--- src/rtl/ddr4_cmd_responder.sv ---
`default_nettype none
// ============================================================================
// Module   : ddr4_cmd_responder
// Purpose  : Behavioural DDR4 device-side command responder. Tracks per-bank
//            open/row/timing state, schedules read data (CL) and write-data
//            capture (CWL) through fixed-latency pipelines into a 32x64
//            storage array, runs refresh busy timing and flags the first
//            protocol error.
// Ports    : clk, reset_n (synchronous, active low)
//            phy_cmd/phy_addr/phy_bank/phy_bg/phy_act_n/phy_cs_n : command bus
//            wr_data / wr_data_req : write data and its capture strobe
//            rd_data / rd_data_valid : read data and its qualifier
//            bank_open : per-bank open flags, index {phy_bg,phy_bank}
//            busy : refresh in progress
//            err_flag / err_code : sticky first protocol error
// Revision : 1.0 - initial release
// ============================================================================
module ddr4_cmd_responder #(
    parameter int CL   = 4,
    parameter int CWL  = 3,
    parameter int TRCD = 3,
    parameter int TRP  = 3,
    parameter int TRFC = 8
) (
    input  logic        clk,
    input  logic        reset_n,
    input  logic [2:0]  phy_cmd,
    input  logic [15:0] phy_addr,
    input  logic [1:0]  phy_bank,
    input  logic        phy_bg,
    input  logic        phy_act_n,
    input  logic        phy_cs_n,
    input  logic [63:0] wr_data,
    output logic        wr_data_req,
    output logic [63:0] rd_data,
    output logic        rd_data_valid,
    output logic [7:0]  bank_open,
    output logic        busy,
    output logic        err_flag,
    output logic [2:0]  err_code
);

    localparam logic [2:0] c_cmd_mrs = 3'b000;
    localparam logic [2:0] c_cmd_ref = 3'b001;
    localparam logic [2:0] c_cmd_pre = 3'b010;
    localparam logic [2:0] c_cmd_act = 3'b011;
    localparam logic [2:0] c_cmd_wr  = 3'b100;
    localparam logic [2:0] c_cmd_rd  = 3'b101;
    localparam logic [2:0] c_cmd_zq  = 3'b110;
    localparam logic [2:0] c_cmd_nop = 3'b111;

    // The command cycle itself counts toward the delay: an ACT at T makes
    // RD/WR legal at T+TRCD, which is exactly when a timer loaded with
    // TRCD-1 at the ACT edge has counted down to zero.
    localparam logic [3:0] c_trcd_ld = (TRCD > 1) ? 4'(TRCD - 1) : 4'd0;
    localparam logic [3:0] c_trp_ld  = (TRP > 1)  ? 4'(TRP - 1)  : 4'd0;
    localparam logic [7:0] c_trfc    = 8'(TRFC);

    logic [7:0]     r_open;
    logic [15:0]    r_row   [8];
    logic [3:0]     r_timer [8];
    logic [7:0]     r_ref_cnt;
    logic [CL-1:0]  r_rd_v;
    logic [4:0]     r_rd_idx [CL];
    logic [CWL-1:0] r_wr_v;
    logic [4:0]     r_wr_idx [CWL];
    logic [63:0]    r_mem   [32];
    logic           r_err_flag;
    logic [2:0]     r_err_code;

    logic [2:0] w_bank;
    logic [4:0] w_idx;
    logic       w_busy;
    logic [2:0] w_err;
    logic       w_exec;
    logic       w_act_issue;
    logic       w_pre_issue;
    logic       w_ref_issue;
    logic       w_rd_issue;
    logic       w_wr_issue;
    logic       w_unused_row;

    // Command decode and error classification, highest priority first.
    always_comb begin
        w_bank = {phy_bg, phy_bank};
        w_idx  = {phy_bg, phy_bank, phy_addr[1:0]};
        w_busy = (r_ref_cnt != 8'd0);
        w_err  = 3'd0;
        if (!phy_cs_n) begin
            if ((phy_cmd == c_cmd_act) == phy_act_n) begin
                w_err = 3'd6;
            end else if (w_busy && (phy_cmd != c_cmd_nop)) begin
                w_err = 3'd5;
            end else if ((phy_cmd == c_cmd_act) && r_open[w_bank]) begin
                w_err = 3'd1;
            end else if (((phy_cmd == c_cmd_rd) || (phy_cmd == c_cmd_wr)) && !r_open[w_bank]) begin
                w_err = 3'd2;
            end else if (((phy_cmd == c_cmd_ref) || (phy_cmd == c_cmd_mrs) ||
                          (phy_cmd == c_cmd_zq)) && (|r_open)) begin
                w_err = 3'd4;
            end else if (((phy_cmd == c_cmd_act) || (phy_cmd == c_cmd_rd) ||
                          (phy_cmd == c_cmd_wr)) && (r_timer[w_bank] != 4'd0)) begin
                w_err = 3'd3;
            end
        end
        w_exec      = !phy_cs_n && (w_err == 3'd0);
        w_act_issue = w_exec && (phy_cmd == c_cmd_act);
        w_pre_issue = w_exec && (phy_cmd == c_cmd_pre);
        w_ref_issue = w_exec && (phy_cmd == c_cmd_ref);
        w_rd_issue  = w_exec && (phy_cmd == c_cmd_rd);
        w_wr_issue  = w_exec && (phy_cmd == c_cmd_wr);
    end

    always_ff @(posedge clk) begin
        if (!reset_n) begin
            r_open     <= '0;
            r_ref_cnt  <= '0;
            r_rd_v     <= '0;
            r_wr_v     <= '0;
            r_err_flag <= 1'b0;
            r_err_code <= 3'd0;
            for (int i = 0; i < 8; i++) r_timer[i] <= 4'd0;
            for (int k = 0; k < CL; k++) r_rd_idx[k] <= 5'd0;
            for (int k = 0; k < CWL; k++) r_wr_idx[k] <= 5'd0;
        end else begin
            for (int i = 0; i < 8; i++) begin
                if (r_timer[i] != 4'd0) r_timer[i] <= r_timer[i] - 4'd1;
            end
            if (w_busy) r_ref_cnt <= r_ref_cnt - 8'd1;

            // Fixed-latency shift pipelines; entries already in flight keep
            // moving regardless of any later PRE/REF.
            r_rd_v      <= {r_rd_v[CL-2:0], w_rd_issue};
            r_rd_idx[0] <= w_idx;
            for (int k = 1; k < CL; k++) r_rd_idx[k] <= r_rd_idx[k-1];
            r_wr_v      <= {r_wr_v[CWL-2:0], w_wr_issue};
            r_wr_idx[0] <= w_idx;
            for (int k = 1; k < CWL; k++) r_wr_idx[k] <= r_wr_idx[k-1];

            if (w_act_issue) begin
                r_open[w_bank]  <= 1'b1;
                r_timer[w_bank] <= c_trcd_ld;
            end
            // Closing an already-closed bank leaves its timer alone.
            if (w_pre_issue) begin
                for (int i = 0; i < 8; i++) begin
                    if ((phy_addr[10] || (w_bank == 3'(i))) && r_open[i]) begin
                        r_open[i]  <= 1'b0;
                        r_timer[i] <= c_trp_ld;
                    end
                end
            end
            if (w_ref_issue) r_ref_cnt <= c_trfc;

            if (!r_err_flag && (w_err != 3'd0)) begin
                r_err_flag <= 1'b1;
                r_err_code <= w_err;
            end
        end
    end

    // Row and data storage carry no reset.
    always_ff @(posedge clk) begin
        if (reset_n && w_act_issue) r_row[w_bank] <= phy_addr;
    end

    always_ff @(posedge clk) begin
        if (reset_n && r_wr_v[CWL-1]) r_mem[r_wr_idx[CWL-1]] <= wr_data;
    end

    // Read data is taken combinationally in the emit cycle so that a write
    // committing to the same location in that cycle is returned (write-first).
    always_comb begin
        rd_data = 64'd0;
        if (r_rd_v[CL-1]) begin
            if (r_wr_v[CWL-1] && (r_wr_idx[CWL-1] == r_rd_idx[CL-1])) begin
                rd_data = wr_data;
            end else begin
                rd_data = r_mem[r_rd_idx[CL-1]];
            end
        end
    end

    // The open row is held for completeness but drives no output.
    always_comb begin
        w_unused_row = 1'b0;
        for (int i = 0; i < 8; i++) w_unused_row = w_unused_row ^ (^r_row[i]);
    end

    assign rd_data_valid = r_rd_v[CL-1];
    assign wr_data_req   = r_wr_v[CWL-1];
    assign bank_open     = r_open;
    assign busy          = w_busy;
    assign err_flag      = r_err_flag;
    assign err_code      = r_err_code;

endmodule
`default_nettype wire
--- config.mk ---
export PLATFORM = sky130hd
export DESIGN_NAME = ddr4_cmd_responder
export DESIGN_NICKNAME = d
export VERILOG_FILES = /design/src/rtl/ddr4_cmd_responder.sv
export SDC_FILE = /design/constraint.sdc
export NUM_CORES = 2
export LEC_CHECK = 0
export CORE_ASPECT_RATIO = 1.4
export CORE_MARGIN = 2
export CORE_UTILIZATION = 45
export DETAILED_ROUTE_END_ITERATION = 8
export PLACE_DENSITY = 0.65
export SLEW_MARGIN = 20
export SYNTH_ARGS = -nofsm -noshare
export SYNTH_HDL_FRONTEND = slang
export SYNTH_SLANG_ARGS = --single-unit
export TNS_END_PERCENT = 10
--- constraint.sdc ---
create_clock -name clk -period 6.73 [get_ports clk]
set_input_delay 2.019 -clock clk [delete_from_list [all_inputs] [get_ports clk]]
set_output_delay 2.019 -clock clk [all_outputs]
set_load 0.02 [all_outputs]
==> impl_metrics.ini <==
[yosys]
ys_seq_elements = 2127
synth_area_leaders = edfxtp_1, mux4_2, dfxtp_1, mux2i_1, o211a_1
synth.yosys.seq_area_share = 0.766
synthAdderAreaFrac = 0.00167
synth_top_family_by_area = multiplexers
synth_nets = 3700
syn_area_per_cell_um2 = 22.9
yosys-top-cells-count = edfxtp_1, mux4_2, clkbuf_1
synth_edf_count = 2048
synth_top_cell_area_share = 0.746
netlist_area_um2 = 82400
synth_top_area_cell = edfxtp_1
yosysWarnings = 0
ys_dominant_reg_cell = edfxtp_1
synth_xor_area_frac = 0.00213
synthArstFlopShare = 0
synth_compound_area_frac = 0.0197
ys_types = 66
synthMuxAreaShare = 0.182
synthSimpleGateAreaFrac = 0.0177
syn_inst = 3599
post-synth-top-count-cell = edfxtp_1

[run]
max-cap-violations = 0

[timing]
finalSetupViolCount = 0
hold_viol = 0
max_slew_margin = 0.258
rsz0062_at_grt = false
max_clock_freq_mhz = 157
fin_crit_sh = 0.948
layout_setup_ws_ns = 0.347
worst_pin_slew_ns = 1.11
finalWorstPathRequiredPeriod_ns = 6.38
setup-tns-final_ns = 0
skew_ns = 0.0359
report.final.slew_viol_count = 0

[worst_setup_path]
path_buf_inv = 2
worstSetupStartpointType = flip-flop
reg2reg_depth = 10
critPathMaxStageDelay_ns = 0.69
critPathMaxFanout = 58
critPathSlowestCell = dfxtp_4
worstPathCellList = buf_12, mux4_2, mux4_2, mux2i_1, nand2_1, o211a_1, clkdlybuf4s50_1
critPathTopFamily = multiplexers
worstSetupPathDepth = 7
end_kind = output port
arrival_ns = 4.36
crit_required_ns = 4.71
path_common_cell = mux4_2
criticalPathCategory = reg -> out

[route]
dr.pass1.iters = 7
antenna_left = 0
drc = 0
drt_iter0_markers = 4521
vias = 38900
viasPerCell = 5.97
drt-total-wl_mm = 200
post_drt_wl_per_cell_um = 30.6

[placed_design]
dp_hpwl_mm = 101
routabilityCongestion = 0.764
placed_cells = 6168
port_buffers = 155
place_ws_ns = 0.915

[cells_and_area]
drive_above_1_share = 0.277
seqCellArea_um2 = 63100
syn_to_final_growth_pct = 14.6
n_fill_cell = 14000
layout.nets = 4032
stdcell_count = 6521
multiInputGateArea_um2 = 18600

[global_routing]
grt_max_degree = 89
grt_pass1_wl_mm = 284
antenna_found_initial = 10
track_usage = 0.215
first_global_vias = 40300
grt.overflow.total = 0

[die]
core_area_um2 = 182000
io_pins = 169
fp.dieH_um = 510
dieArea_um2 = 187000
rows = 185
die_w_um = 366
initial_core_util = 0.453

[cts]
clk_path_buf_depth = 3
cts_tree = yes
cts_made_buffers = 191
insertion_delay_ns = 0.83
cts_max_level = 4
clkTransAtPathRegs_ns = 0.06
numClockSinks = 2127
hold_buffers = 0
clockRootBuffer = clkbuf_16

[hold_path]
min_path_cells = 1
hold_path_class = reg -> reg

[pwr]
power.leakage_nw = 28.8
power.density_nw_per_um2 = 281
ir_drop_mv = 0.262

[outcome]
status = finished clean
## state kept, by name, summed over array words and instances, names as in the netlist
register	flops
bank_open	8
err_code	3
err_flag	1
r_mem	2048
r_rd_idx	17
r_rd_v	4
r_ref_cnt	8
r_timer	32
r_wr_idx	3
r_wr_v	3
## cells by family after synthesis
logic type	after synthesis
multiplexers	714
buffers and inverters	234
AND/OR/NAND/NOR	295
adder cells (fa/ha/maj)	11
flip-flops	2127
XOR/XNOR	20
AO/OA/AOI/OAI	198
## path summary, 6_finish.rpt
kind	start	end	slack, ns
worst max-delay path	r_rd_idx[3][0]$_SDFF_PN0_	rd_data[18]	0.35
worst min-delay path	r_wr_idx[0][9]$_SDFF_PN0_	r_wr_idx[0][14]$_SDFF_PN0_	0.43
worst max register to register	r_ref_cnt[0]$_SDFFE_PP0P_	r_ref_cnt[1]$_SDFFE_PP0P_	3.33
worst min register to register	r_wr_idx[0][9]$_SDFF_PN0_	r_wr_idx[0][14]$_SDFF_PN0_	0.43
## layout by cell type (no fill, tap or decap), types with 5 or more instances in the layout
master	n
nand3b_1	5
nor3_1	16
inv_1	30
dfxtp_1	73
clkdlybuf4s50_1	154
nor3b_1	6
clkbuf_16	197
nor4_1	10
o21ai_0	13
nor2_4	32
o311a_1	5
nor2b_1	22
edfxtp_1	2048
clkinv_1	50
a21oi_1	33
and3_1	6
mux2i_1	84
nor2_1	28
o211ai_1	8
ha_1	11
a211oi_1	36
inv_6	5
nand2_1	102
o221a_1	5
clkinv_2	31
and2_1	25
clkbuf_1	41
or3_1	7
mux4_2	626
buf_12	40
xnor2_1	16
buf_4	145
dfxtp_4	6
bufinv_16	11
o211a_1	64
o21ai_1	7
nand3_1	16
## power by group
part	switching, W	internal [W]
Clock	0.00476	0.00581
Combinational	0.000729	0.000556
Sequential	0.0000886	0.0146
## layer usage
metal	vias up	GRT usage	wire [µm]
met4	6	0.0556	4340
met1	21000	0.294	79700
met5	-	0	31
met2	1590	0.362	101000
li1	16000	-	-
met3	279	0.0362	14500
## worst register-to-register path: stages (launching register included)
cell       delay (ns)
dfxtp_1          0.33
inv_1            0.09
ha_1             0.20
or4b_4           0.54
nor2_8           0.22
inv_4            0.08
a2111oi_4        0.32
or2_2            0.23
a31oi_4          0.23
nor2_2           0.78
a311oi_1         0.21
## through the flow
step | hold WS, ns | cell area (µm²) | total power [W] | util
after floorplan | 0.412 | 82400 | 0.0158 | -
final | 0.434 | 94400 | 0.0265 | 0.519
after detailed placement | 0.418 | 88300 | 0.0163 | 0.486
after global routing | 0.451 | 94400 | 0.0273 | 0.519
after global placement | 0.416 | 88300 | 0.0162 | 0.486
after CTS | 0.433 | 94400 | 0.0267 | 0.519
## repair_timing
item	4_1_cts	5_1_grt
buffers inserted	0	1
endpoints found under the hold margin	0	0
setup endpoints to repair	0	2
gates resized for setup	0	0
## final cells by class
type | count | share of cell area
diodes | 2 | 0.0000530
clock buffers | 240 | 0.0542
clock inverters | 110 | 0.00957
inverters | 32 | 0.00130
multi-input cells | 1238 | 0.197
flip-flops and latches | 2127 | 0.669
well taps | 2431 | 0.0322
repair buffers | 341 | 0.0367
Note: power is estimated with default switching activity, not from simulation.
